<file path="config.mk">
export PLATFORM = sky130hd
export DESIGN_NAME = multicycle_ctrl
export DESIGN_NICKNAME = d
export VERILOG_FILES = /design/src/rtl/multicycle_ctrl_pkg.sv /design/src/rtl/ctrl_class_enc.sv /design/src/rtl/multicycle_ctrl.sv
export SDC_FILE = /design/constraint.sdc
export NUM_CORES = 1
export LEC_CHECK = 0
export CORE_MARGIN = 2
export CORE_UTILIZATION = 29
export DETAILED_ROUTE_END_ITERATION = 8
export GPL_TIMING_DRIVEN = 0
export SLEW_MARGIN = 5
export SYNTH_ARGS = -nofsm -noshare
export SYNTH_HDL_FRONTEND = slang
export SYNTH_HIERARCHICAL = 1
export SYNTH_SLANG_ARGS = --single-unit
</file>
<file path="constraint.sdc">
create_clock -name clk -period 3.8 [get_ports clk]
set_clock_uncertainty 0.1 [all_clocks]
set_input_delay 0.76 -clock clk [delete_from_list [all_inputs] [get_ports clk]]
set_output_delay 0.76 -clock clk [all_outputs]
set_load 0.02 [all_outputs]
</file>
<file path="src/rtl/multicycle_ctrl_pkg.sv">
`default_nettype none
// ============================================================================
// Module      : multicycle_ctrl_pkg
// Description : Shared encodings for the multi-cycle control FSM: state
//               codes, instruction class codes, PC and writeback selects.
// Revision    : 1.0 - initial release
// ============================================================================
package multicycle_ctrl_pkg;

  // Controller states; values are visible on state_o
  typedef enum logic [2:0] {
    ST_FETCH  = 3'd0,
    ST_DECODE = 3'd1,
    ST_EXEC   = 3'd2,
    ST_MEM    = 3'd3,
    ST_WB     = 3'd4,
    ST_TRAP   = 3'd5
  } state_t;

  // Instruction class held in the class register after DECODE
  typedef enum logic [2:0] {
    CLS_NONE   = 3'd0,
    CLS_R      = 3'd1,
    CLS_I      = 3'd2,
    CLS_LOAD   = 3'd3,
    CLS_STORE  = 3'd4,
    CLS_BRANCH = 3'd5,
    CLS_JAL    = 3'd6,
    CLS_JALR   = 3'd7
  } class_t;

  // PC source selects
  localparam logic [1:0] c_PC_SEL_PLUS4  = 2'd0;
  localparam logic [1:0] c_PC_SEL_TARGET = 2'd1;
  localparam logic [1:0] c_PC_SEL_JALR   = 2'd2;

  // Register writeback selects
  localparam logic [1:0] c_WB_SEL_ALU  = 2'd0;
  localparam logic [1:0] c_WB_SEL_LOAD = 2'd1;
  localparam logic [1:0] c_WB_SEL_PC4  = 2'd2;

endpackage
`default_nettype wire

</file>
<file path="src/rtl/ctrl_class_enc.sv">
`default_nettype none
// ============================================================================
// Module      : ctrl_class_enc
// Description : Priority encoder from the type decoder's class flags to a
//               3-bit class code. Priority: jalr > jal > branch > store >
//               load > i_type > r_type; no flag yields CLS_NONE.
// Revision    : 1.0 - initial release
// ============================================================================
module ctrl_class_enc
  import multicycle_ctrl_pkg::*;
(
  input  logic   i_r_type,
  input  logic   i_i_type,
  input  logic   i_load,
  input  logic   i_store,
  input  logic   i_branch,
  input  logic   i_jal,
  input  logic   i_jalr,
  output class_t o_cls
);

  // Highest-priority set flag wins so a malformed multi-hot vector still decodes deterministically
  always_comb begin
    o_cls = CLS_NONE;
    if (i_jalr)        o_cls = CLS_JALR;
    else if (i_jal)    o_cls = CLS_JAL;
    else if (i_branch) o_cls = CLS_BRANCH;
    else if (i_store)  o_cls = CLS_STORE;
    else if (i_load)   o_cls = CLS_LOAD;
    else if (i_i_type) o_cls = CLS_I;
    else if (i_r_type) o_cls = CLS_R;
  end

endmodule
`default_nettype wire

</file>
<file path="src/rtl/multicycle_ctrl.sv">
`default_nettype none
// ============================================================================
// Module      : multicycle_ctrl
// Description : Multi-cycle RISC-V control FSM. Sequences each instruction
//               through FETCH, DECODE, EXEC, MEM and WB and drives the
//               register/memory/PC enables, selects and memory handshake.
//               Build option ILLEGAL_TRAP_EN: when defined, an instruction
//               with no class flag enters TRAP and raises illegal_insn until
//               reset; when undefined it retires as a NOP.
// Revision    : 1.0 - initial release
// ============================================================================
module multicycle_ctrl
  import multicycle_ctrl_pkg::*;
(
  input  logic       clk,
  input  logic       rst,
  input  logic       r_type,
  input  logic       i_type,
  input  logic       load,
  input  logic       store,
  input  logic       branch,
  input  logic       jal,
  input  logic       jalr,
  input  logic       branch_taken,
  input  logic       mem_ready,
  output logic       mem_req,
  output logic       mem_we,
  output logic       mem_is_instr,
  output logic       ir_we,
  output logic       pc_we,
  output logic [1:0] pc_sel,
  output logic       alu_src_b,
  output logic       reg_we,
  output logic [1:0] wb_sel,
  output logic       illegal_insn,
  output logic [2:0] state_o
);

  state_t     r_state;
  state_t     w_state_nxt;
  class_t     r_cls;
  class_t     w_cls_dec;

  logic       w_mem_req;
  logic       w_mem_we;
  logic       w_mem_is_instr;
  logic       w_ir_we;
  logic       w_pc_we;
  logic [1:0] w_pc_sel;
  logic       w_alu_src_b;
  logic       w_reg_we;
  logic [1:0] w_wb_sel;

  // Class flags are only looked at through this encoder, and only in DECODE
  ctrl_class_enc u_class_enc (
    .i_r_type (r_type),
    .i_i_type (i_type),
    .i_load   (load),
    .i_store  (store),
    .i_branch (branch),
    .i_jal    (jal),
    .i_jalr   (jalr),
    .o_cls    (w_cls_dec)
  );

  // State register and class register; class is captured once per instruction in DECODE
  always_ff @(posedge clk) begin
    if (rst) begin
      r_state <= ST_FETCH;
      r_cls   <= CLS_NONE;
    end else begin
      r_state <= w_state_nxt;
      if (r_state == ST_DECODE) begin
        r_cls <= w_cls_dec;
      end
    end
  end

  // Next-state and per-state control outputs
  always_comb begin
    w_state_nxt    = r_state;
    w_mem_req      = 1'b0;
    w_mem_we       = 1'b0;
    w_mem_is_instr = 1'b0;
    w_ir_we        = 1'b0;
    w_pc_we        = 1'b0;
    w_pc_sel       = c_PC_SEL_PLUS4;
    w_alu_src_b    = 1'b0;
    w_reg_we       = 1'b0;
    w_wb_sel       = c_WB_SEL_ALU;

    case (r_state)
      ST_FETCH: begin
        w_mem_req      = 1'b1;
        w_mem_is_instr = 1'b1;
        if (mem_ready) begin
          w_ir_we     = 1'b1;
          w_state_nxt = ST_DECODE;
        end
      end

      ST_DECODE: begin
        if (w_cls_dec == CLS_NONE) begin
`ifdef ILLEGAL_TRAP_EN
          w_state_nxt = ST_TRAP;
`else
          // No-flag instruction skips EXEC and retires from WB as a NOP
          w_state_nxt = ST_WB;
`endif
        end else begin
          w_state_nxt = ST_EXEC;
        end
      end

      ST_EXEC: begin
        w_alu_src_b = (r_cls != CLS_R) && (r_cls != CLS_BRANCH);
        case (r_cls)
          CLS_BRANCH: begin
            w_pc_we     = 1'b1;
            w_pc_sel    = branch_taken ? c_PC_SEL_TARGET : c_PC_SEL_PLUS4;
            w_state_nxt = ST_FETCH;
          end
          CLS_LOAD,
          CLS_STORE:  w_state_nxt = ST_MEM;
          default:    w_state_nxt = ST_WB;
        endcase
      end

      ST_MEM: begin
        // Request and write qualifier are held steady for the whole wait
        w_mem_req = 1'b1;
        w_mem_we  = (r_cls == CLS_STORE);
        if (mem_ready) begin
          if (r_cls == CLS_STORE) begin
            w_pc_we     = 1'b1;
            w_state_nxt = ST_FETCH;
          end else begin
            w_state_nxt = ST_WB;
          end
        end
      end

      ST_WB: begin
        w_pc_we     = 1'b1;
        w_reg_we    = (r_cls != CLS_NONE);
        w_state_nxt = ST_FETCH;
        case (r_cls)
          CLS_LOAD: w_wb_sel = c_WB_SEL_LOAD;
          CLS_JAL: begin
            w_wb_sel = c_WB_SEL_PC4;
            w_pc_sel = c_PC_SEL_TARGET;
          end
          CLS_JALR: begin
            w_wb_sel = c_WB_SEL_PC4;
            w_pc_sel = c_PC_SEL_JALR;
          end
          default: ;
        endcase
      end

      ST_TRAP: begin
`ifdef ILLEGAL_TRAP_EN
        w_state_nxt = ST_TRAP;
`else
        w_state_nxt = ST_FETCH;
`endif
      end

      default: w_state_nxt = ST_FETCH;
    endcase
  end

  // Every output is forced low while reset is asserted, dropping any pending request
  assign mem_req      = w_mem_req & ~rst;
  assign mem_we       = w_mem_we & ~rst;
  assign mem_is_instr = w_mem_is_instr & ~rst;
  assign ir_we        = w_ir_we & ~rst;
  assign pc_we        = w_pc_we & ~rst;
  assign pc_sel       = rst ? 2'd0 : w_pc_sel;
  assign alu_src_b    = w_alu_src_b & ~rst;
  assign reg_we       = w_reg_we & ~rst;
  assign wb_sel       = rst ? 2'd0 : w_wb_sel;
  assign state_o      = rst ? 3'd0 : r_state;

`ifdef ILLEGAL_TRAP_EN
  assign illegal_insn = (r_state == ST_TRAP) & ~rst;
`else
  assign illegal_insn = 1'b0;
`endif

endmodule
`default_nettype wire

</file>
-- After elaboration in Yosys (flattened, before gate mapping)
Cells that the tools add are included.
- bits in registers: 6
- bits of input ports: 11
- output and inout bits: 15
- word-level logic and storage cells: 64
- eq/ne operators: 13
- muxes and demuxes: 33
- bitwise gates (word level): 8
- reductions and logical operators: 8
- operators by type and width (cell ; number):
    2-to-1 mux 3 bit ; 11
    equality test 3 bit, second input constant ; 5
    2-to-1 mux 1 bit ; 13
    one-hot mux 2 bit (2 select lines) ; 3
    one-hot mux 3 bit (4 select lines) ; 1
    equality test 3 x 2 -> 1 bit, second input constant ; 3
    bitwise AND 1 bit ; 7
    zero test 3 bit ; 2
    2-to-1 mux 2 bit ; 3
    one-hot mux 3 bit (2 select lines) ; 1
    OR reduction 2 bit ; 3
    != test 2 bit, second input constant ; 2
    equality test 3 x 1 -> 1 bit, second input constant ; 1
    != test 3 x 1 -> 1 bit, second input constant ; 1
    != test 3 bit, second input constant ; 1
    one-hot mux 1 bit (3 select lines) ; 1
    nonzero test 3 bit ; 1
    AND reduction 2 bit ; 1
    logical AND 1 bit ; 1
    inverter 1 bit ; 1

-- Logic depth before layout (Yosys ltp)
- depth after elaboration: 10
- mapped depth: 6
- gate-level depth less buffers: 6

-- Cells and area by module
The synthesis kept the hierarchy.
- by module, submodules not included (module ; instances ; cells an instance ; area an instance (µm²) ; seq. area each (µm²)):
    multicycle_ctrl ; 1 ; 64 ; 573.0 ; 120.1
    ctrl_class_enc ; 1 ; 10 ; 45.0 ; 0.0

-- Worst setup path after synthesis
No wires, ideal clock.
- path type: input to output
- from: input port rst
- to: output port ir_we
- arrival: 1.776 ns
- data required time: 2.940 ns
- setup slack: 1.164 ns
- cell stages on the path: 2
- path buffers: 0
- cells stage by stage: nor4_1 > and2_1
- longest elaborated chain between the ends: 2
- ends and longest elaborated chain (element ; line ; source):
    start, declared ; multicycle_ctrl.sv:16 ; input logic rst,
    inverter 1 bit ; multicycle_ctrl.sv:177 ; assign ir_we = w_ir_we & ~rst;
    bitwise AND 1 bit ; multicycle_ctrl.sv:177 ;
    end, declared ; multicycle_ctrl.sv:29 ; output logic ir_we,
No other way between the ends.

-- Worst setup path after layout
- from: input port rst
- to: output port pc_sel[1]
- longest elaborated chain between the ends: 1
- ends and longest elaborated chain (element ; line ; source):
    2-to-1 mux 2 bit ; multicycle_ctrl.sv:179 ; assign pc_sel = rst ? 2'd0 : w_pc_sel;
    end, declared ; multicycle_ctrl.sv:31 ; output logic [1:0] pc_sel,
No other way between the ends.

==> flow_metrics.tcl <==
set metrics [dict create \
    grt_overflow 0 \
    io_pins 26 \
    ys_seq_elements 6 \
    hp-class "reg -> reg" \
    cts_resized 0 \
    avgViaCountPerCell 5.08 \
    dp_hpwl_um 1260 \
    drcViolationCount 0 \
    synth_area_sq_um 618 \
    drtIter0Drc 9 \
    numCtsBuffers 3 \
    wire_per_inst_um 12.9 \
    core_sq_mm 0.00198 \
    grt_max_degree 11 \
    worst_ep_required_time_ns 2.94 \
    post_cts_buffers 0 \
    die_w_um 50.2 \
    cts_sinks 6 \
    die_area_sq_mm 0.00252 \
    post-place-ws_ns 0.243 \
    rsz0062_at_grt "no" \
    initial_core_util 0.312 \
    grt_pass1_wl_um 2820 \
    finalSetupViolCount 0 \
    crit_family "buffers and inverters" \
    maxCapViolCount 0 \
    gp_congestion 0.786 \
    cp.arrival_ns 2.71 \
    antenna_found_initial 0 \
    critPathKind "in -> out" \
    stdcell_count 128 \
    place_inst 125 \
    path_buf_inv 2 \
    rows 16 \
    finalHoldViolations 0 \
    die_h_um 50.2 \
    endpoint "pc_sel[1]" \
    crit_start "rst" \
    slowest_stage "clkdlybuf4s50_1" \
    clock_latency_ns 0.24 \
    dpl-instance-area_sq_um 892 \
    path_clk_slew_ns 0.05 \
    vias 650 \
    area_delta_synth_final_pct 48.0 \
    period_share 0.939 \
    grt_use_total 0.147 \
    ys_async_sr_fraction 0 \
    ys_seq_area_frac 0.194 \
    htreeDepth 1 \
    synth.distinct_cells 43 \
    cp_max_fo 5 \
    final_common_cell "clkdlybuf4s50_1" \
    drt.antenna.violating_nets 0 \
    slew_headroom 0.643 \
    critPathMostFrequentCell "clkdlybuf4s50_1" \
    io_buffers 24 \
    tightest_slew_ns 0.535 \
    fin_nets 114 \
    setup_tns_ns 0 \
    leakage_nw 0.328 \
    min_from "r_state[0]$_SDFFE_PP0P_" \
    synth_cells 74 \
    synth_top_area_share 0.194 \
    syn_area_per_cell_sq_um 8.35 \
    synth_fp_nets 85 \
    synth_area_leaders "dfxtp_1 (19%), mux2i_1 (4.9%), a2111oi_4 (4.5%), nor2_1 (4.3%), and3b_1 (4.3%)" \
    num_antenna_cells 0 \
    r2r_cells 3 \
    ir_worst_vdd_uv 189 \
    cts_tree "done" \
    slew_viol_final 0 \
    fin_total_pwr_mw 0.210 \
    fin_util 0.461 \
    drive_gt1_frac 0.149 \
    grt_pass1_vias 610 \
    nFillCells 197 \
    r2r_slack_ns 2.31 \
    yosys_warnings 6 \
    endpoint_kind "output port" \
    fin_area_sq_um 915 \
    hold_buffers 0 \
    path_cells "clkdlybuf4s50_1 -> nor4b_1 -> and3_1 -> and2_1 -> clkdlybuf4s50_1" \
    worstSetupStartpointType "input port" \
    r2r-end "r_state[2]$_SDFFE_PP0P_" \
    dr.pass1.iters 4 \
    power_density_mw_per_mm2 229 \
    status "complete, no violations" \
    synth-edff-count 0 \
    drt_wl_total_um 1650 \
    setup_ws_ns 0.231 \
    cts_buffer_depth 2 \
    timing.rr.start "r_cls[2]$_SDFFE_PP0N_" \
    slowest_delay_ns 0.61 \
    clockRootBuffer "clkbuf_4" \
    layout_common_cells "clkdlybuf4s50_1 (24), nor2_1 (7), dfxtp_1 (6)" \
    max_freq_ghz 0.280 \
    holdWs_ns 0.559 \
    synth_largest_area_cell "dfxtp_1" \
    fin_crit_ns 3.57 \
    cp.depth 5 \
    synth-main-ff-cell "dfxtp_1" \
]
==> kinds of logic after synthesis <==
family                    Yosys count  share of synthesized area
AOI/OAI and AO/OA                  13                      0.184
xor gates and xnor gates            1                     0.0142
buffers and inverters              11                     0.0890
DFF                                 6                      0.194
muxes                               4                     0.0668
other                               1                    0.00607
and+or+nand+nor                    38                      0.445
==> area by class of cell <==
type / count / area (sq um) / area share
timing repair buffer: 24 / 240 / 0.263
inverter: 5 / 18.8 / 0.0205
tap: 27 / 33.8 / 0.0369
sequential: 6 / 120 / 0.131
buffer: 6 / 36.3 / 0.0397
multi-input combinational: 57 / 443 / 0.484
clock buffer: 3 / 22.5 / 0.0246
==> flip-flops by register name, summed over array words and instances, names as in the netlist <==
| register | cells |
|---|---|
| r_cls | 3 |
| r_state | 3 |
==> worst min path at each step <==
stage | endpoint | cells past startpoint
after floorplan | r_cls[2]$_SDFFE_PP0N_ | 2
after global placement | r_cls[2]$_SDFFE_PP0N_ | 2
after detailed placement | r_cls[2]$_SDFFE_PP0N_ | 2
after CTS | r_state[1]$_SDFFE_PP0P_ | 3
after global routing | r_state[1]$_SDFFE_PP0P_ | 3
final | r_state[1]$_SDFFE_PP0P_ | 3
==> synthesized netlist by cell type, drive strengths merged, types with 2 or more instances <==
master / number
and2: 3
o211ai: 2
mux2i: 3
inv: 4
nand3b: 2
nor4b: 2
and3b: 3
buf: 5
nor3b: 2
nand2: 2
nor2b: 4
dfxtp: 6
nor2: 8
nor3: 2
a21oi: 2
nor4: 3
==> report_power, final <==
part           switching [mW]  internal (mW)
logic                  0.0375         0.0378
registers             0.00693         0.0676
clock network          0.0242         0.0358
==> worst register-to-register path, stage by stage, from the launching register on <==
cell and delay, ns:
dfxtp_1 0.49, and3b_1 0.27, nand4b_4 0.19, a2111oi_4 0.34
==> routing by layer <==
metal,global-route usage,vias to the layer above,part of all wire
met5,0,-,0
met4,0.0278,0,0.0048
met3,0.0536,2,0.046
met2,0.246,18,0.48
met1,0.181,304,0.47
li1,-,326,-
Note: power is estimated with default switching activity, not from simulation.
==> variant (same flow settings) <==
The 8 values of `class_t` get a one-hot encoding in 8 bits.
--- a/src/rtl/multicycle_ctrl_pkg.sv
+++ b/src/rtl/multicycle_ctrl_pkg.sv
@@ -19,13 +19,13 @@
 
   // Instruction class held in the class register after DECODE
-  typedef enum logic [2:0] {
-    CLS_NONE   = 3'd0,
-    CLS_R      = 3'd1,
-    CLS_I      = 3'd2,
-    CLS_LOAD   = 3'd3,
-    CLS_STORE  = 3'd4,
-    CLS_BRANCH = 3'd5,
-    CLS_JAL    = 3'd6,
-    CLS_JALR   = 3'd7
+  typedef enum logic [7:0] {
+    CLS_NONE   = 8'b00000001,
+    CLS_R      = 8'b00000010,
+    CLS_I      = 8'b00000100,
+    CLS_LOAD   = 8'b00001000,
+    CLS_STORE  = 8'b00010000,
+    CLS_BRANCH = 8'b00100000,
+    CLS_JAL    = 8'b01000000,
+    CLS_JALR   = 8'b10000000
   } class_t;
 
Check against the original RTL: no difference found for any inputs over 10 cycles, from zero or initial values and one cycle with rst high; not proved beyond that.
==> variant against the original RTL <==
  * Routed wire length is 28% higher
  * Maximum frequency grew 20%
  * Sequential cell count increased by 5
  * Total power up 34%
  * Final area up 31%
  * Area after synthesis up 45%
  * Setup slack improved by 0.59 ns
  * First-iteration DRC count grew 120%
  * Critical path type is now reg -> out
==> variant: results (changes against the original RTL) <==
Clocking
  – Clock transition at path regs: 0.07 ns (was 0.05 ns)
  – Clock latency on the worst-skew pair: 0.27 ns (was 0.24 ns)

Critical path
  – Reg2Reg Depth: 5 (was 3)
  – Critical path's slowest cell: clkdlybuf4s50_1 (unchanged)
  – CP arrival: 2.12 ns (was 2.71 ns)
  – Critical path's largest stage delay: 0.59 ns (was 0.61 ns)

Layout
  – Share of cells above drive strength 1: 0.193 (was 0.149)
  – Biggest regs: r_cls x8, r_state x3 (was r_cls x3, r_state x3)
  – Fill cell count: 336 (was 197)
  – Final nets: 152 (was 114)

Power and ir drop
  – Comb. pwr: 0.0772 mW (was 0.0752 mW)
  – Leakage power: 0.422 nW (was 0.328 nW)
  – Net Sw Power: 0.0840 mW (was 0.0686 mW)
  – Max rail drop VDD: 0.0000983 V (was 0.000189 V)
  – Reg power frac: 0.438 (was 0.355)

Hold path
  – Hold Path Depth: 2 (was 3)

Placement
  – Port bufs: 23 (was 24)
  – Pre-CTS setup slack: 0.868 ns (was 0.243 ns)
  – Post-DP HPWL: 1660 um (was 1260 um)
  – Placed cell area: 0.00117 mm2 (was 892 um2)

Logic synthesis
  – Commonest cells in the synthesized netlist: nand2_1 (21), dfxtp_1 (11), a21oi_1 (10), nor2_1 (8), buf_6 (6) (was nor2_1 (7), dfxtp_1 (6), nor2b_1 (4))
  – Sequential cell area fraction in the yosys report: 0.245 (was 0.194)

Outcome
  – Outcome: finished clean (unchanged)

Routing
  – Vias per std cell: 5.08 (about the same)
  – Iteration-0 DRC Markers: 20 (was 9)
  – Average wire per standard cell: 12.2 um (was 12.9 um)

Timing
  – Relative slew slack: 0.642 (was 0.643)

GRT
  – Number of global-route vias before repair: 850 (was 610)
  – GRT Total Usage: 0.136 (was 0.147)
-- variant: per-layer routing --
| layer | up-vias | global-route usage | wire [um] |
|---|---|---|---|
| li1 | 456 | - | - |
| met1 | 389 | 0.170 | 1020 |
| met2 | 30 | 0.220 | 920 |
| met3 | 4 | 0.0218 | 118 |
| met4 | 0 | 0.0762 | 55 |
| met5 | - | 0 | 0 |
-- variant: final timing paths --
| check | end | slack (ns) | from |
|---|---|---|---|
| min reg2reg | r_cls[7] | 0.43 | r_cls[7] |
| max | pc_we | 0.82 | r_cls[5] |
| min | r_cls[7] | 0.43 | r_cls[7] |
| max reg2reg | r_state[1] | 2.37 | r_state[0] |
-- variant: per-stage QoR --
stage	total power, mW	std cells	hold WS (ns)
floorplan	0.175	113	0.388
global placement	0.202	169	0.424
detailed placement	0.203	169	0.416
CTS	0.283	173	0.428
global route	0.297	173	0.479
finish	0.282	173	0.430
-- variant: kinds of logic after synthesis --
| family | share of synthesized area |
|---|---|
| flip-flops | 0.245 |
| other | 0.00418 |
| XOR/XNOR | 0.0391 |
| AO/OA/AOI/OAI | 0.135 |
| buffers and inverters | 0.112 |
| AND/OR/NAND/NOR | 0.464 |
-- variant: critical path: cells and delay by family, from the launching register on --
kind                   cells  cell delay, ns
buffers and inverters      1            0.59
and+or+nand+nor            3            0.70
DFF                        1            0.39
AOI/OAI and AO/OA          1            0.16
-- variant: cell type report --
class | instances | area [um2] | share of cell area
multi-input combinational | 90 | 577 | 0.483
inverter | 3 | 13.8 | 0.0115
timing repair buffer | 23 | 230 | 0.193
buffer | 9 | 86.3 | 0.0723
clock buffer | 4 | 26.3 | 0.0220
sequential | 11 | 220 | 0.184
tap | 33 | 41.3 | 0.0346
